$ cat config.mk
export PLATFORM = sky130hd
export DESIGN_NAME = uart_tx_feeder_flat
export DESIGN_NICKNAME = d
export VERILOG_FILES = /design/src/rtl/uart_tx_feeder_pkg.sv /design/src/rtl/uart_tx_feeder_if.sv /design/src/rtl/uart_tx_feeder_sync_byte_fifo.sv /design/src/rtl/uart_tx_feeder.sv /design/src/flat_wrapper.sv
export SDC_FILE = /design/constraint.sdc
export NUM_CORES = 1
export LEC_CHECK = 0
export ABC_AREA = 1
export ABC_CLOCK_PERIOD_IN_PS = 2000
export BUFFER_PORTS_ARGS = -buffer_cell sky130_fd_sc_hd__buf_4
export CAP_MARGIN = 15
export CORE_MARGIN = 5
export CORE_UTILIZATION = 27
export DETAILED_ROUTE_END_ITERATION = 12
export MAX_ROUTING_LAYER = met4
export PLACE_DENSITY = 0.48
export SYNTH_ARGS = -nofsm -noshare
export SYNTH_HDL_FRONTEND = slang
export SYNTH_SLANG_ARGS = --single-unit
$ cat constraint.sdc
create_clock -name clk -period 2 [get_ports clk]
set_input_delay 0.4 -clock clk [delete_from_list [all_inputs] [get_ports clk]]
set_output_delay 0.4 -clock clk [all_outputs]
set_load 0.03 [all_outputs]
$ cat src/rtl/uart_tx_feeder_pkg.sv
// Shared definitions for the UART transmit feeder: FSM encoding, default depth, counter helper.
// Optional overflow counting is selected with UART_TX_FEEDER_OVF_CNT_EN (see uart_tx_feeder.sv).
package uart_tx_feeder_pkg;

  localparam int DEPTH_DEFAULT = 16;

  typedef enum logic [1:0] {
    ST_IDLE        = 2'd0,
    ST_ISSUE       = 2'd1,
    ST_WAIT_ACTIVE = 2'd2,
    ST_WAIT_DONE   = 2'd3
  } feeder_state_t;

  localparam logic [7:0] OVF_MAX = 8'hFF;

  // Saturating 8-bit increment used by the dropped-write counter.
  function automatic logic [7:0] sat_inc8(input logic [7:0] value);
    return (value == OVF_MAX) ? value : value + 8'd1;
  endfunction

endpackage

$ cat src/rtl/uart_tx_feeder_if.sv
// Signal bundle between the byte writer, the feeder and the UART transmitter.
// master = feeder side, slave = application/transmitter side.
interface uart_tx_feeder_if
  import uart_tx_feeder_pkg::*;
#(
  parameter int DEPTH = DEPTH_DEFAULT
);
  localparam int ADDR_W = $clog2(DEPTH);

  logic              wr_dv;
  logic [7:0]        wr_byte;
  logic              full;
  logic              empty;
  logic [ADDR_W:0]   count;
  logic              tx_dv;
  logic [7:0]        tx_byte;
  logic              tx_active;
  logic              tx_done;
  logic [7:0]        ovf_count;

  modport master (
    input  wr_dv,
    input  wr_byte,
    output full,
    output empty,
    output count,
    output tx_dv,
    output tx_byte,
    input  tx_active,
    input  tx_done,
    output ovf_count
  );

  modport slave (
    output wr_dv,
    output wr_byte,
    input  full,
    input  empty,
    input  count,
    input  tx_dv,
    input  tx_byte,
    output tx_active,
    output tx_done,
    input  ovf_count
  );

endinterface

$ cat src/rtl/uart_tx_feeder_sync_byte_fifo.sv
// Single-clock byte FIFO with registered full/empty/count; occupancy comes from an
// explicit counter so pointer wrap never confuses full with empty.
module sync_byte_fifo #(
  parameter int DEPTH = 16
) (
  input  logic                     clk,
  input  logic                     rst,
  input  logic                     wr,
  input  logic                     pop,
  input  logic [7:0]               wr_data,
  output logic [7:0]               rd_data,
  output logic                     full,
  output logic                     empty,
  output logic [$clog2(DEPTH):0]   count
);
  localparam int ADDR_W = $clog2(DEPTH);
  localparam logic [ADDR_W:0]   COUNT_FULL = (ADDR_W + 1)'(DEPTH);
  localparam logic [ADDR_W:0]   COUNT_ONE  = (ADDR_W + 1)'(1);
  localparam logic [ADDR_W-1:0] PTR_ONE    = ADDR_W'(1);

  logic [7:0]        mem [DEPTH];
  logic [ADDR_W-1:0] wr_ptr_reg;
  logic [ADDR_W-1:0] rd_ptr_reg;
  logic [ADDR_W:0]   count_reg;
  logic [ADDR_W:0]   count_next;
  logic              full_reg;
  logic              empty_reg;
  logic              do_wr;
  logic              do_pop;

  // Gating uses the registered flags, so a write into a full FIFO is dropped
  // even when a pop happens on the same edge.
  assign do_wr  = wr & ~full_reg;
  assign do_pop = pop & ~empty_reg;

  always_comb begin
    count_next = count_reg;
    if (do_wr && !do_pop) begin
      count_next = count_reg + COUNT_ONE;
    end else if (!do_wr && do_pop) begin
      count_next = count_reg - COUNT_ONE;
    end
  end

  always_ff @(posedge clk or posedge rst) begin
    if (rst) begin
      wr_ptr_reg <= '0;
      rd_ptr_reg <= '0;
      count_reg  <= '0;
      full_reg   <= 1'b0;
      empty_reg  <= 1'b1;
    end else begin
      if (do_wr) begin
        wr_ptr_reg <= wr_ptr_reg + PTR_ONE;
      end
      if (do_pop) begin
        rd_ptr_reg <= rd_ptr_reg + PTR_ONE;
      end
      count_reg <= count_next;
      full_reg  <= (count_next == COUNT_FULL);
      empty_reg <= (count_next == '0);
    end
  end

  // Storage is not reset; validity is tracked by the count alone.
  always_ff @(posedge clk) begin
    if (do_wr) begin
      mem[wr_ptr_reg] <= wr_data;
    end
  end

  assign rd_data = mem[rd_ptr_reg];
  assign full    = full_reg;
  assign empty   = empty_reg;
  assign count   = count_reg;

endmodule

$ cat src/rtl/uart_tx_feeder.sv
// Byte-buffering front end for a UART transmitter: FIFO plus an issue FSM that strobes one byte
// per frame. Define UART_TX_FEEDER_OVF_CNT_EN to enable the saturating dropped-write counter.
module uart_tx_feeder
  import uart_tx_feeder_pkg::*;
#(
  parameter int DEPTH = DEPTH_DEFAULT
) (
  input  logic               clk,
  input  logic               rst,
  uart_tx_feeder_if.master   bus
);
  localparam int ADDR_W = $clog2(DEPTH);

  feeder_state_t   state_reg;
  feeder_state_t   state_next;
  logic            tx_dv_reg;
  logic            tx_dv_next;
  logic [7:0]      tx_byte_reg;
  logic [7:0]      tx_byte_next;
  logic            pop;
  logic [7:0]      fifo_head;
  logic            fifo_full;
  logic            fifo_empty;
  logic [ADDR_W:0] fifo_count;

  sync_byte_fifo #(
    .DEPTH (DEPTH)
  ) u_fifo (
    .clk     (clk),
    .rst     (rst),
    .wr      (bus.wr_dv),
    .pop     (pop),
    .wr_data (bus.wr_byte),
    .rd_data (fifo_head),
    .full    (fifo_full),
    .empty   (fifo_empty),
    .count   (fifo_count)
  );

  // The transmitter is not reset with us and may still be finishing a frame, so IDLE
  // waits for both active and done to be low before it issues anything.
  always_comb begin
    state_next   = state_reg;
    tx_dv_next   = 1'b0;
    tx_byte_next = tx_byte_reg;
    pop          = 1'b0;
    case (state_reg)
      ST_IDLE: begin
        if (!fifo_empty && !bus.tx_active && !bus.tx_done) begin
          pop          = 1'b1;
          tx_dv_next   = 1'b1;
          tx_byte_next = fifo_head;
          state_next   = ST_ISSUE;
        end
      end
      ST_ISSUE: begin
        state_next = ST_WAIT_ACTIVE;
      end
      ST_WAIT_ACTIVE: begin
        if (bus.tx_active) begin
          state_next = ST_WAIT_DONE;
        end
      end
      ST_WAIT_DONE: begin
        if (!bus.tx_active) begin
          state_next = ST_IDLE;
        end
      end
      default: begin
        state_next = ST_IDLE;
      end
    endcase
  end

  always_ff @(posedge clk or posedge rst) begin
    if (rst) begin
      state_reg   <= ST_IDLE;
      tx_dv_reg   <= 1'b0;
      tx_byte_reg <= 8'h00;
    end else begin
      state_reg   <= state_next;
      tx_dv_reg   <= tx_dv_next;
      tx_byte_reg <= tx_byte_next;
    end
  end

`ifdef UART_TX_FEEDER_OVF_CNT_EN
  logic [7:0] ovf_reg;

  always_ff @(posedge clk or posedge rst) begin
    if (rst) begin
      ovf_reg <= 8'h00;
    end else if (bus.wr_dv && fifo_full) begin
      ovf_reg <= sat_inc8(ovf_reg);
    end
  end

  assign bus.ovf_count = ovf_reg;
`else
  assign bus.ovf_count = 8'h00;
`endif

  assign bus.full    = fifo_full;
  assign bus.empty   = fifo_empty;
  assign bus.count   = fifo_count;
  assign bus.tx_dv   = tx_dv_reg;
  assign bus.tx_byte = tx_byte_reg;

endmodule
$ cat src/flat_wrapper.sv
// flat-port wrapper written by rule: the top's interface ports become plain ports
module uart_tx_feeder_flat import uart_tx_feeder_pkg::*;
#(
  parameter int DEPTH = DEPTH_DEFAULT
)
  (clk, rst, bus_wr_dv, bus_wr_byte, bus_full, bus_empty, bus_count, bus_tx_dv, bus_tx_byte, bus_tx_active, bus_tx_done, bus_ovf_count);
  uart_tx_feeder_if #(.DEPTH(DEPTH)) bus_i ();
  input  logic clk;
  input  logic rst;
  input wire logic [$bits(bus_i.wr_dv)-1:0] bus_wr_dv;
  input wire logic [$bits(bus_i.wr_byte)-1:0] bus_wr_byte;
  output wire logic [$bits(bus_i.full)-1:0] bus_full;
  output wire logic [$bits(bus_i.empty)-1:0] bus_empty;
  output wire logic [$bits(bus_i.count)-1:0] bus_count;
  output wire logic [$bits(bus_i.tx_dv)-1:0] bus_tx_dv;
  output wire logic [$bits(bus_i.tx_byte)-1:0] bus_tx_byte;
  input wire logic [$bits(bus_i.tx_active)-1:0] bus_tx_active;
  input wire logic [$bits(bus_i.tx_done)-1:0] bus_tx_done;
  output wire logic [$bits(bus_i.ovf_count)-1:0] bus_ovf_count;
  assign bus_i.wr_dv = bus_wr_dv;
  assign bus_i.wr_byte = bus_wr_byte;
  assign bus_full = bus_i.full;
  assign bus_empty = bus_i.empty;
  assign bus_count = bus_i.count;
  assign bus_tx_dv = bus_i.tx_dv;
  assign bus_tx_byte = bus_i.tx_byte;
  assign bus_i.tx_active = bus_tx_active;
  assign bus_i.tx_done = bus_tx_done;
  assign bus_ovf_count = bus_i.ovf_count;
  uart_tx_feeder #(.DEPTH(DEPTH)) u_core (.clk(clk), .rst(rst), .bus(bus_i));
endmodule
### Yosys cells after proc, flatten, opt, wreduce, memory -nomap -nowiden

Memory sizes are Yosys's and may differ from the RTL's. A register that Yosys moved wholly into a read port is not among the register bits.
Index checks and enable logic that the tools add are counted.

| storage, ports and cells | value |
|---|---|
| memories kept | 1 |
| output and inout bits | 24 |
| RAM bits | 128 |
| bits in registers | 18 |
| input port bits | 13 |
| word-level logic and storage cells | 46 |

| cells by class | value |
|---|---|
| multiplexer cells | 10 |
| bitwise gates (word level) | 4 |
| reductions and logical operators | 13 |
| eq/ne operators | 7 |
| add/sub/neg operators | 4 |

Memories:

| name | words | width | read ports | clocked after memory_dff | write ports | RTL line | text |
|---|---|---|---|---|---|---|---|
| u_core.u_fifo.mem | 16 | 8 | 1 | 1 | 1 | uart_tx_feeder_sync_byte_fifo.sv:21 | `logic [7:0] mem [DEPTH];` |

Operator list:

| kind | number |
|---|---|
| 5-bit two-way mux | 2 |
| 4-bit by 1-bit adder with 4-bit output (second input constant) | 2 |
| 2-bit one-hot mux with 4 select lines | 1 |
| 2-bit two-way mux | 3 |
| 5-bit by 1-bit adder with 5-bit output (second input constant) | 1 |
| 5-bit equality test (second input constant) | 1 |
| 1-bit logical NOT | 5 |
| 5-bit logical NOT | 1 |
| 5-bit by 1-bit subtractor with 5-bit output (second input constant) | 1 |
| 2-bit equality test (second input constant) | 2 |
| 1-bit logical AND | 4 |
| 1-bit two-way mux | 4 |
| 2-bit inequality test (second input constant) | 2 |
| 3-bit AND reduction | 1 |
| 1-bit bitwise AND | 2 |
| 2-bit by 1-bit equality test with 1-bit output (second input constant) | 1 |
| 2-bit logical NOT | 1 |
| 2-bit by 1-bit inequality test with 1-bit output (second input constant) | 1 |
| 1-bit inverter | 2 |
| 2-bit AND reduction | 1 |

### Logic depth before layout (Yosys ltp)

| logic depth | value |
|---|---|
| word-level depth | 10 |
| depth in mapped cells | 11 |
| mapped depth without buffers | 11 |

### Hierarchy

A second synthesis with hierarchy kept.

| unflattened totals | value |
|---|---|
| cells, all modules | 596 |
| area, all modules | 6622.6 µm² |

Modules (own cells, without submodules):

| module | times used | cells an instance | sequential area each (µm²) | area an instance (µm²) |
|---|---|---|---|---|
| sync_byte_fifo | 1 | 528 | 4220.3 | 6040.8 |
| uart_tx_feeder | 1 | 68 | 275.3 | 581.8 |

### Worst setup path after synthesis

No wires, ideal clock.

| timing path | value |
|---|---|
| path kind | reg-to-reg |
| from | reg u_core.u_fifo.full_reg, in the netlist u_core.u_fifo.full |
| to | mem u_core.u_fifo.mem[11][0] (enable) |
| buffers on the path | 1 |
| setup time | 0.370 ns |
| arrival time | 1.435 ns |
| cell stages (with the launch flop) | 5 |
| slack | 0.195 ns |
| required time | 1.630 ns |
| clock period less this slack | 1.805 ns |
| cells stage by stage | dfrtp_1 -> nor2_2 -> buf_2 -> nand2_1 -> nor2_1 |

| between the ends | value |
|---|---|
| longest elaborated chain between the ends | 4 |

RTL lines:

| item | RTL line | text |
|---|---|---|
| from (decl) | uart_tx_feeder_sync_byte_fifo.sv:26 | `logic full_reg;` |
| from (signal assigned) | uart_tx_feeder_sync_byte_fifo.sv:60 | `full_reg <= (count_next == COUNT_FULL);` |
| 1-bit inverter | uart_tx_feeder_sync_byte_fifo.sv:33 | `assign do_wr = wr & ~full_reg;` |
| 1-bit bitwise AND | uart_tx_feeder_sync_byte_fifo.sv:33 |  |
| 1-bit two-way mux | uart_tx_feeder_sync_byte_fifo.sv:67 | `if (do_wr) begin` |
| 1-bit two-way mux (implied by the code) | uart_tx_feeder_sync_byte_fifo.sv:68 | `mem[wr_ptr_reg] <= wr_data;` |
| to (decl) | uart_tx_feeder_sync_byte_fifo.sv:21 |  |

Every way passes these cells.

### Worst setup path in the final report

| timing path | value |
|---|---|
| from | reg u_core.u_fifo.full_reg, in the netlist u_core.u_fifo.full |
| to | mem u_core.u_fifo.mem[8][2] (enable) |

The elaborated chain is that of the path after synthesis.

==> reports/qor.log <==
INFO  status         run_status=finished clean
INFO  critical_path  timing.critical_path.fanout_max=12
INFO  place          buffer_ports.inserted=28
INFO  sta            period_share=0.899
INFO  critical_path  critical_path_class=reg -> reg
INFO  global_routing grt_usage=0.119
INFO  critical_path  wp_buf_inv=1
INFO  floorplan      die_area=27400µm²
INFO  power          p_per_area=1470nW/µm²
INFO  sta            clock-skew-final=0.0192ns
INFO  power          sw_frac_of_total=0.356
INFO  route          drt_pre_antenna_iters=4
INFO  power          finalPower=11500µW
INFO  cells_and_area final_common_cell=sky130_fd_sc_hd__edfxtp_1
INFO  cells_and_area largest_register_ff_count=128
INFO  synthesis      ys_dominant_reg_cell=sky130_fd_sc_hd__edfxtp_1
INFO  synthesis      synth_top_cell_area_share=0.589
INFO  synthesis      synth.distinct_cells=28
INFO  sta            tightest_slew=0.515ns
INFO  global_routing aggregate_global_routing_overflow=0
INFO  route          finalWirelength=15100µm
INFO  clock_network  cts_tree=yes
INFO  clock_network  clock_sinks=154
INFO  route          routed_wirelength_normalized_by_instance_count=16.0µm
INFO  floorplan      core-area=24000µm²
INFO  clock_network  cts.clk_slew.worst_paths=0.06ns
INFO  critical_path  worst-endpoint-required=2.14ns
INFO  cells_and_area layout_common_cells=sky130_fd_sc_hd__edfxtp_1, sky130_fd_sc_hd__nor2_1, sky130_fd_sc_hd__nand2_1
INFO  power          power.share.clock=0.290
INFO  power          power.internal=7430µW
INFO  floorplan      design.portCount=37
INFO  sta            max-slew-margin-rel=0.656
INFO  synthesis      netlist_instances=554
INFO  critical_path  path_cells=nor2_2 -> nand2_1 -> nor2_1 -> buf_4
INFO  power          p_switching=4110µW
INFO  synthesis      post-synth-top-area-cell=sky130_fd_sc_hd__edfxtp_1
INFO  sta            max_freq=556MHz
INFO  clock_network  h_tree_lvl_count=4
INFO  route          drt_drc_violations_left=0
INFO  critical_path  crit_path_max_incr_delay=0.43ns
INFO  sta            grt_setup_unrepaired=no
INFO  critical_path  cp-end-kind=register
INFO  power          vdd_ir_max=966µV
INFO  critical_path  startpoint_type=register
INFO  route          final_antenna_net_count=0
INFO  place          place.detailed.hpwl=10100µm
INFO  sta            finalSetupTns=0ns
INFO  clock_network  cts-hold-fix-buffers=0
INFO  cells_and_area flow.area_growth_from_synthesis=20.0%
INFO  synthesis      synth-seq-cells=154
INFO  sta            layout_min_cycle_time=1.80ns
INFO  clock_network  count_of_instances_resized_after_the_clock_tree_is_built=0
INFO  global_routing grt_antenna_before_repair=0
INFO  power          p_seq_frac=0.367
INFO  critical_path  slowest_stage=sky130_fd_sc_hd__nor2_2
INFO  floorplan      initial_core_util=0.272
INFO  route          vias=4147
INFO  sta            hold_violations=0
INFO  floorplan      die_width=166µm
INFO  power          static-leakage-power=0.00289µW
INFO  critical_path  cp.arrival=1.94ns
INFO  cells_and_area layout_cell_share_with_drive_strength_beyond_1=0.156
INFO  synthesis      netlist_area=6530µm²
INFO  run            max_cap_violations=0
INFO  synthesis      ys_async_sr_fraction=0.169
INFO  sta            setup_violations=0
INFO  critical_path  cpLargestDelayFamily=simple AND/OR/NAND/NOR gates
INFO  clock_network  post-cts-setup-buffer-count=0
INFO  clock_network  clock_tree.buffer_depth=2
INFO  place          gp_congestion=0.790
INFO  cells_and_area multi_input_comb_area=1730µm²
INFO  route          drt_iter0_markers=321
INFO  clock_network  clock-root-buffer=sky130_fd_sc_hd__clkbuf_16
INFO  synthesis      syn_avg_cell_area=11.8µm²
INFO  global_routing grt_start_max_net_pins=68
INFO  floorplan      core.rowCount=57
INFO  route          routed_via_density=4.41
INFO  cells_and_area layout.filler_cells=2419
INFO  cells_and_area diodes=0
INFO  clock_network  clock_network_latency_to_the_later_pin_of_the_worst_skew_pair=0.43ns
INFO  sta            drv_slew=0
INFO  global_routing grt_pass1_wl=23600µm
INFO  synthesis      synth_edf_count=128
INFO  floorplan      die_y=166µm
INFO  global_routing first_global_vias=4247
INFO  hold_path      worstHoldPathType=in -> async
INFO  cells_and_area seq_area=4500µm²
INFO  power          combPwrFrac=0.343
INFO  cells_and_area design.final.nets=627
INFO  synthesis      synth.top_cells.by_area=sky130_fd_sc_hd__edfxtp_1, sky130_fd_sc_hd__dfrtp_1, sky130_fd_sc_hd__nor2_1
INFO  synthesis      synth_seq_area_share=0.688
INFO  synthesis      yosysWarnings=0
INFO  clock_network  cts-buffers-inserted=17
## stage by stage
step / setup slack (ns) / instance area (µm²) / hold slack [ns] / instances / util
3_3_place_gp: 0.0921 / 7200 / 0.474 / 908 / 0.300
3_5_place_dp: 0.0922 / 7200 / 0.474 / 908 / 0.300
5_1_grt: 0.0205 / 7840 / 0.0590 / 940 / 0.326
2_1_floorplan: 0.195 / 6560 / 0.439 / 561 / -
6_report: 0.201 / 7840 / 0.0309 / 940 / 0.326
4_1_cts: 0.191 / 7840 / 0.0359 / 940 / 0.326
## cell families after synthesis
kind of cell    count (synthesis)  synth area share
flops                         154             0.688
fa+ha+maj                      11            0.0211
buf+inv                        58            0.0502
simple gates                  218             0.136
other cells                     1          0.000574
compound gates                103            0.0916
xor+xnor                        9            0.0121
## metal layers
| metal | track usage | part of all wire |
|---|---|---|
| met1 | 0.160 | 0.47 |
| met2 | 0.179 | 0.47 |
| met3 | 0.0268 | 0.046 |
| met4 | 0.0416 | 0.015 |
| met5 | - | 0 |
## tightest hold or removal path, cell delays in order
cell                    delay [ns]
sky130_fd_sc_hd__buf_4        0.11
sky130_fd_sc_hd__inv_1        0.04
sky130_fd_sc_hd__buf_4        0.33
## power groups by stage
stage / sequential [µW] / clock, µW / combinational [µW]
floorplan: 4480 / 0 / 2520
global placement: 4290 / 0 / 3930
global route: 4290 / 3560 / 4430
detailed placement: 4300 / 0 / 3970
finish: 4230 / 3350 / 3960
CTS: 4240 / 3410 / 4000
## cells in the mapped netlist, types with 2 or more instances
cell type / instances
sky130_fd_sc_hd__a21oi_1: 3
sky130_fd_sc_hd__buf_2: 12
sky130_fd_sc_hd__buf_4: 11
sky130_fd_sc_hd__buf_6: 7
sky130_fd_sc_hd__clkbuf_1: 5
sky130_fd_sc_hd__clkinv_1: 2
sky130_fd_sc_hd__dfrtp_1: 25
sky130_fd_sc_hd__edfxtp_1: 128
sky130_fd_sc_hd__ha_1: 11
sky130_fd_sc_hd__inv_1: 18
sky130_fd_sc_hd__inv_2: 2
sky130_fd_sc_hd__nand2_1: 65
sky130_fd_sc_hd__nand3_1: 26
sky130_fd_sc_hd__nand4_1: 2
sky130_fd_sc_hd__nor2_1: 118
sky130_fd_sc_hd__nor2_2: 2
sky130_fd_sc_hd__nor3_1: 2
sky130_fd_sc_hd__o211ai_1: 32
sky130_fd_sc_hd__o21ai_0: 48
sky130_fd_sc_hd__o21ai_1: 19
sky130_fd_sc_hd__xor2_1: 9
## final cells by class
| type | count | share of cell area |
|---|---|---|
| Sequential cell | 154 | 0.574 |
| Multi-Input combinational cell | 349 | 0.221 |
| Clock buffer | 29 | 0.0760 |
| Timing Repair Buffer | 59 | 0.0613 |
| Tap cell | 324 | 0.0517 |
| Inverter | 22 | 0.0105 |
| Clock inverter | 3 | 0.00527 |
## path summary, 6_finish.rpt
path / from / to / slack (ns) / cells after the start
min in group clk: bus_wr_byte[6] / u_core.u_fifo.mem[11][6] / 0.32 / 1
hold / removal: rst / u_core.state_reg[0] / 0.03 / 3
hold reg to reg: u_core.bus.tx_byte[2] / u_core.bus.tx_byte[2] / 0.49 / 2
setup / recovery: u_core.u_fifo.full / u_core.u_fifo.mem[8][2] / 0.20 / 4
max in group asynchronous: rst / u_core.u_fifo.empty / 1.65 / 3
setup reg to reg: u_core.u_fifo.full / u_core.u_fifo.mem[8][2] / 0.20 / 4
Note: power is estimated with default switching activity, not from simulation.
